File: src/rtl/mod241_pkg.sv
// Shared constants, types and the input pre-reduction helper for the mod-241 accumulator.
package mod241_pkg;

  localparam int unsigned MOD   = 241;
  localparam int unsigned RES_W = 8;

  typedef logic [RES_W-1:0] residue_t;

  typedef enum logic [1:0] {
    IDLE = 2'd0,
    ACC  = 2'd1,
    DONE = 2'd2
  } state_e;

  // Folds an out-of-range byte (241..255) back into 0..14.
  function automatic residue_t mod241_reduce(input residue_t x);
    residue_t r;
    if (x >= 8'd241) begin
      r = x - 8'd241;
    end else begin
      r = x;
    end
    return r;
  endfunction

endpackage

File: src/rtl/mod241_accum_if.sv
// Term-in / product-out handshake bundle for mod241_accum.
interface mod241_accum_if;
  import mod241_pkg::*;

  logic     in_valid;
  logic     in_ready;
  residue_t in_data;
  logic     in_last;
  logic     out_valid;
  logic     out_ready;
  residue_t out_data;
  logic     out_ovf;

  modport master (
    output in_valid, in_data, in_last, out_ready,
    input  in_ready, out_valid, out_data, out_ovf
  );

  modport slave (
    input  in_valid, in_data, in_last, out_ready,
    output in_ready, out_valid, out_data, out_ovf
  );

endinterface

File: src/rtl/mod241_add.sv
// Combinational modular add: two residues in 0..240 give a residue in 0..240.
module mod241_add
  import mod241_pkg::*;
(
  input  residue_t a_i,
  input  residue_t b_i,
  output residue_t sum_o
);

  logic [8:0] raw_s;
  logic [8:0] sub_s;

  // One conditional subtract suffices because both operands are already below 241.
  always_comb begin
    raw_s = {1'b0, a_i} + {1'b0, b_i};
    sub_s = raw_s - 9'd241;
    if (raw_s >= 9'd241) begin
      sum_o = sub_s[7:0];
    end else begin
      sum_o = raw_s[7:0];
    end
  end

endmodule

File: src/rtl/mod241_accum.sv
// Accumulates residue terms mod 241 per product. Define MOD241_INRANGE_EN to
// pre-reduce input bytes 241..255; otherwise inputs must already be below 241.
module mod241_accum
  import mod241_pkg::*;
#(
  parameter int unsigned MAX_TERMS = 16
) (
  input  logic clk,
  input  logic rst,
  mod241_accum_if.slave acc_if
);

  localparam logic [7:0] MAX_CNT = 8'(MAX_TERMS);

  state_e     state_q, state_d;
  residue_t   acc_q, acc_d;
  logic [7:0] cnt_q, cnt_d;
  logic       ovf_q, ovf_d;

  residue_t   term_s;
  residue_t   add_a_s;
  residue_t   sum_s;
  logic [7:0] cnt_inc_s;
  logic       ready_s;
  logic       in_fire_s;
  logic       out_fire_s;

`ifdef MOD241_INRANGE_EN
  assign term_s = mod241_reduce(acc_if.in_data);
`else
  assign term_s = acc_if.in_data;
`endif

  // The first term of a product is added to zero so it is reduced the same way as later terms.
  assign add_a_s    = (state_q == ACC) ? acc_q : 8'd0;
  assign cnt_inc_s  = cnt_q + 8'd1;
  assign ready_s    = !rst && (state_q != DONE);
  assign in_fire_s  = acc_if.in_valid && ready_s;
  assign out_fire_s = (state_q == DONE) && acc_if.out_ready;

  mod241_add u_add (
    .a_i   (add_a_s),
    .b_i   (term_s),
    .sum_o (sum_s)
  );

  assign acc_if.in_ready  = ready_s;
  assign acc_if.out_valid = (state_q == DONE);
  assign acc_if.out_data  = acc_q;
  assign acc_if.out_ovf   = ovf_q;

  // Next-state, accumulator, term counter and overflow flag.
  always_comb begin
    state_d = state_q;
    acc_d   = acc_q;
    cnt_d   = cnt_q;
    ovf_d   = ovf_q;
    case (state_q)
      IDLE: begin
        if (in_fire_s) begin
          acc_d   = sum_s;
          cnt_d   = 8'd1;
          ovf_d   = 1'b0;
          state_d = acc_if.in_last ? DONE : ACC;
        end else begin
          state_d = IDLE;
        end
      end
      ACC: begin
        if (in_fire_s) begin
          acc_d = sum_s;
          cnt_d = cnt_inc_s;
          if (acc_if.in_last) begin
            ovf_d   = 1'b0;
            state_d = DONE;
          end else if (cnt_inc_s == MAX_CNT) begin
            ovf_d   = 1'b1;
            state_d = DONE;
          end else begin
            state_d = ACC;
          end
        end else begin
          state_d = ACC;
        end
      end
      DONE: begin
        if (out_fire_s) begin
          cnt_d   = 8'd0;
          state_d = IDLE;
        end else begin
          state_d = DONE;
        end
      end
      default: begin
        state_d = IDLE;
      end
    endcase
  end

  // State and datapath registers.
  always_ff @(posedge clk or posedge rst) begin
    if (rst) begin
      state_q <= IDLE;
      acc_q   <= 8'd0;
      cnt_q   <= 8'd0;
      ovf_q   <= 1'b0;
    end else begin
      state_q <= state_d;
      acc_q   <= acc_d;
      cnt_q   <= cnt_d;
      ovf_q   <= ovf_d;
    end
  end

endmodule
File: src/flat_wrapper.sv
// flat-port wrapper written by rule: the top's interface ports become plain ports
module mod241_accum_flat import mod241_pkg::*;
#(
  parameter int unsigned MAX_TERMS = 16
)
  (clk, rst, acc_if_in_valid, acc_if_in_data, acc_if_in_last, acc_if_out_ready, acc_if_in_ready, acc_if_out_valid, acc_if_out_data, acc_if_out_ovf);
  mod241_accum_if acc_if_i ();
  input  logic clk;
  input  logic rst;
  input wire logic [$bits(acc_if_i.in_valid)-1:0] acc_if_in_valid;
  input wire logic [$bits(acc_if_i.in_data)-1:0] acc_if_in_data;
  input wire logic [$bits(acc_if_i.in_last)-1:0] acc_if_in_last;
  input wire logic [$bits(acc_if_i.out_ready)-1:0] acc_if_out_ready;
  output wire logic [$bits(acc_if_i.in_ready)-1:0] acc_if_in_ready;
  output wire logic [$bits(acc_if_i.out_valid)-1:0] acc_if_out_valid;
  output wire logic [$bits(acc_if_i.out_data)-1:0] acc_if_out_data;
  output wire logic [$bits(acc_if_i.out_ovf)-1:0] acc_if_out_ovf;
  assign acc_if_i.in_valid = acc_if_in_valid;
  assign acc_if_i.in_data = acc_if_in_data;
  assign acc_if_i.in_last = acc_if_in_last;
  assign acc_if_i.out_ready = acc_if_out_ready;
  assign acc_if_in_ready = acc_if_i.in_ready;
  assign acc_if_out_valid = acc_if_i.out_valid;
  assign acc_if_out_data = acc_if_i.out_data;
  assign acc_if_out_ovf = acc_if_i.out_ovf;
  mod241_accum #(.MAX_TERMS(MAX_TERMS)) u_core (.clk(clk), .rst(rst), .acc_if(acc_if_i));
endmodule
File: config.mk
export PLATFORM = sky130hd
export DESIGN_NAME = mod241_accum_flat
export DESIGN_NICKNAME = d
export VERILOG_FILES = /design/src/rtl/mod241_pkg.sv /design/src/rtl/mod241_accum_if.sv /design/src/rtl/mod241_add.sv /design/src/rtl/mod241_accum.sv /design/src/flat_wrapper.sv
export SDC_FILE = /design/constraint.sdc
export NUM_CORES = 1
export LEC_CHECK = 0
export CORE_ASPECT_RATIO = 1.75
export CORE_MARGIN = 2
export CORE_UTILIZATION = 35
export DETAILED_ROUTE_END_ITERATION = 10
export GPL_TIMING_DRIVEN = 0
export PLACE_DENSITY_LB_ADDON = 0.1
export SLEW_MARGIN = 20
export SYNTH_ARGS = -nofsm -noshare
export SYNTH_HDL_FRONTEND = slang
export SYNTH_SLANG_ARGS = --single-unit
export TNS_END_PERCENT = 10
File: constraint.sdc
create_clock -name clk -period 3.9 [get_ports clk]
set_input_delay 0.78 -clock clk [delete_from_list [all_inputs] [get_ports clk]]
set_output_delay 0.78 -clock clk [all_outputs]
set_load 0.02 [all_outputs]
==> results.yml <==
outcome:
  status: "completed"
sta:
  tightest_slew_ns: 0.756
  fmax_mhz: 282
  hold_viol_final: 0
  period_share: 0.909
  relSlewSlack: 0.495
  finalMaxSlewViolations: 0
  skew_ns: 0.00544
  rsz0062_at_grt: "false"
  min_period_ns: 3.55
  setup_violations: 0
  tns_ns: 0
worst_hold_path:
  hold_class: "reg2reg"
clocking:
  clockRootBuffer: "clkbuf_8"
  cts_buffer_depth: 2
  htree_levels: 1
  cts_buffers: 3
  cts_tree: "yes"
  clk_pin_slew_ns: 0.07
  clock_sinks: 19
  clk_latency_ns: 0.26
  post-cts-setup-buffers: 0
placement:
  place_congestion: 0.827
  io_buffers: 23
  place_area_um2: 2130
  hpwl_mm: 3.90
final_layout:
  nNetsFinal: 279
  area_growth_syn_to_layout_pct: 18.8
  drive_above_1_share: 0.0843
  stdcell_area_um2: 2170
  n_antenna_cell: 0
power_and_ir_drop:
  powerDensity_nw_per_um2: 668
  seqPwrFrac: 0.213
  combinationalPowerShare: 0.691
  p_int_uw: 748
  p_switching_uw: 703
  ir_drop_uv: 240
  p_sw_frac: 0.485
  power.leakage_nw: 0.889
  clkPwrFrac: 0.096
grt:
  grt_remaining_overflow: 0
  grt_pass1_wl_mm: 8.14
  antenna_found_initial: 0
  grt_pass1_vias: 1773
  grt_use_total: 0.176
  grt_max_degree: 20
synth:
  synth_nets: 251
  synthesis.area_um2: 1830
  yosysSeqAreaShare: 0.260
  netlist_top_cells_area: "dfrtp_1 (26%), ha_1 (10%), o21ai_0 (5.7%), nor2_1 (4.5%), a221oi_2 (3.3%)"
  synth_cells: 222
  synth-main-ff-cell: "dfrtp_1"
  synth_edf_count: 0
  async_reset_ff_frac: 1.00
  yosysWarnings: 0
  synth_top_area_share: 0.260
  synth-seq-cells: 19
  syn_avg_cell_area_um2: 8.24
  synth_cell_types: 56
  synthTopCellsByCount: "nor2_1 (22), o21ai_0 (21), dfrtp_1 (19), ha_1 (15), nand2_1 (14)"
  yosysMostFrequentCell: "nor2_1"
  yosysTopAreaCell: "dfrtp_1"
run:
  cap_violations: 0
drt:
  vias: 1724
  first_iter_violations: 61
  ant_nets: 0
  drtPass1Iterations: 4
  wl_per_cell_um: 15.7
  drc_errors: 0
  wirelength_mm: 4.76
  via_per_inst: 5.69
floorplan:
  fp.dieW_um: 58.7
  pin_count: 24
  coreArea_um2: 5020
  die_y_um: 99.6
  start_util: 0.364
  die_area_um2: 5840
  std_cell_rows: 34
critical_path:
  critical_path_class: "reg2reg"
  crit_path_max_fanout: 10
  cp-start-kind: "flop"
  crit_arrival_ns: 3.70
  end_kind: "flop"
  required_ns: 4.06
## final timing paths
kind                              startpoint  slack (ns)  cells after the start                         to
min reg2reg                  u_core.cnt_q[7]        0.50                      1            u_core.cnt_q[7]
min in group asynchronous                rst        0.98                      2  u_core.acc_if.out_data[6]
max                        u_core.state_q[1]        0.35                     14  u_core.acc_if.out_data[0]
min                          u_core.cnt_q[7]        0.50                      1            u_core.cnt_q[7]
max in group asynchronous                rst        2.44                      2      u_core.acc_if.out_ovf
max reg2reg                u_core.state_q[1]        0.35                     14  u_core.acc_if.out_data[0]
## through the flow
step | worst slack [ns] | cells | power [mW] | util | hold slack (ns)
global placement | 0.166 | 299 | 1.32 | 0.424 | 0.481
finish | 0.355 | 303 | 1.45 | 0.433 | 0.496
global route | 0.101 | 303 | 1.58 | 0.433 | 0.515
floorplan | 0.782 | 222 | 1.02 | - | 0.446
detailed placement | 0.150 | 299 | 1.32 | 0.424 | 0.481
CTS | 0.130 | 303 | 1.46 | 0.433 | 0.495
## what timing repair did
action	in CTS	in global routing
hold buffers	0	0
endpoints found under the setup margin	0	5
resized for setup	0	2
## placed cells by master, fill, tap and decap left out, types with 3 or more instances in the layout
cell type        netlist  final
inv_1                 10     10
a221oi_2               4      4
nand4_1                3      3
nand2b_1               6      6
xor2_1                 3      3
and2_1                 8      8
nand3_1                9      9
o21ai_1                3      3
nor2b_1                5      5
nand2_1               14     14
a21oi_1                9      9
a211o_1                3      3
dfrtp_1               19     19
o21ai_0               21     21
clkbuf_8               0      3
or3_1                  3      3
o31ai_1                4      4
and3_1                 3      3
ha_1                  15     15
nor2_1                22     22
a31oi_1                6      6
clkdlybuf4s50_1        0     23
nor3_1                11     11
## logic make-up after synthesis
kind of cell	synth area share
adder cells (fa/ha/maj)	0.114
multiplexers	0.0116
AND/OR/NAND/NOR	0.271
AO/OA/AOI/OAI	0.277
XOR/XNOR	0.0328
flip-flops	0.260
buffers and inverters	0.0342
## layout make-up
type,instances,area [um2]
plain buffers,5,26.3
multi-input cells,188,1290
fillers,525,2850
flip-flops and latches,19,475
repair buffers,23,230
clock buffers,4,45.0
well taps,54,67.6
inverters,10,37.5
## worst max-delay path: stages (launching register included)
cell	delay, ns
dfrtp_1	0.40
inv_1	0.08
ha_1	0.25
clkbuf_2	0.27
and2_1	0.16
ha_1	0.18
inv_1	0.06
fa_1	0.44
nand2b_2	0.25
a21oi_4	0.26
xnor2_2	0.20
a211o_1	0.23
nand4_1	0.18
and3_1	0.25
o31ai_1	0.24
## routing by layer
metal,vias to the layer above,part of all wire,GRT usage
li1,880,-,-
met1,815,0.39,0.192
met2,22,0.58,0.346
met3,7,0.011,0.00520
met4,0,0.015,0.0577
met5,-,0,0
## power groups by stage
stage,sequential (mW),combinational (mW),clock [mW]
2_1_floorplan,0.352,0.670,0
3_3_place_gp,0.313,1.01,0
3_5_place_dp,0.314,1.00,0
4_1_cts,0.310,1.01,0.142
5_1_grt,0.320,1.12,0.147
6_report,0.309,1.00,0.139
## flip-flops by register name, indices dropped and copies added (netlist names)
name                    count
u_core.cnt_q                8
u_core.acc_if.out_data      8
u_core.state_q              2
u_core.acc_if.out_ovf       1
Note: power is estimated with default switching activity, not from simulation.
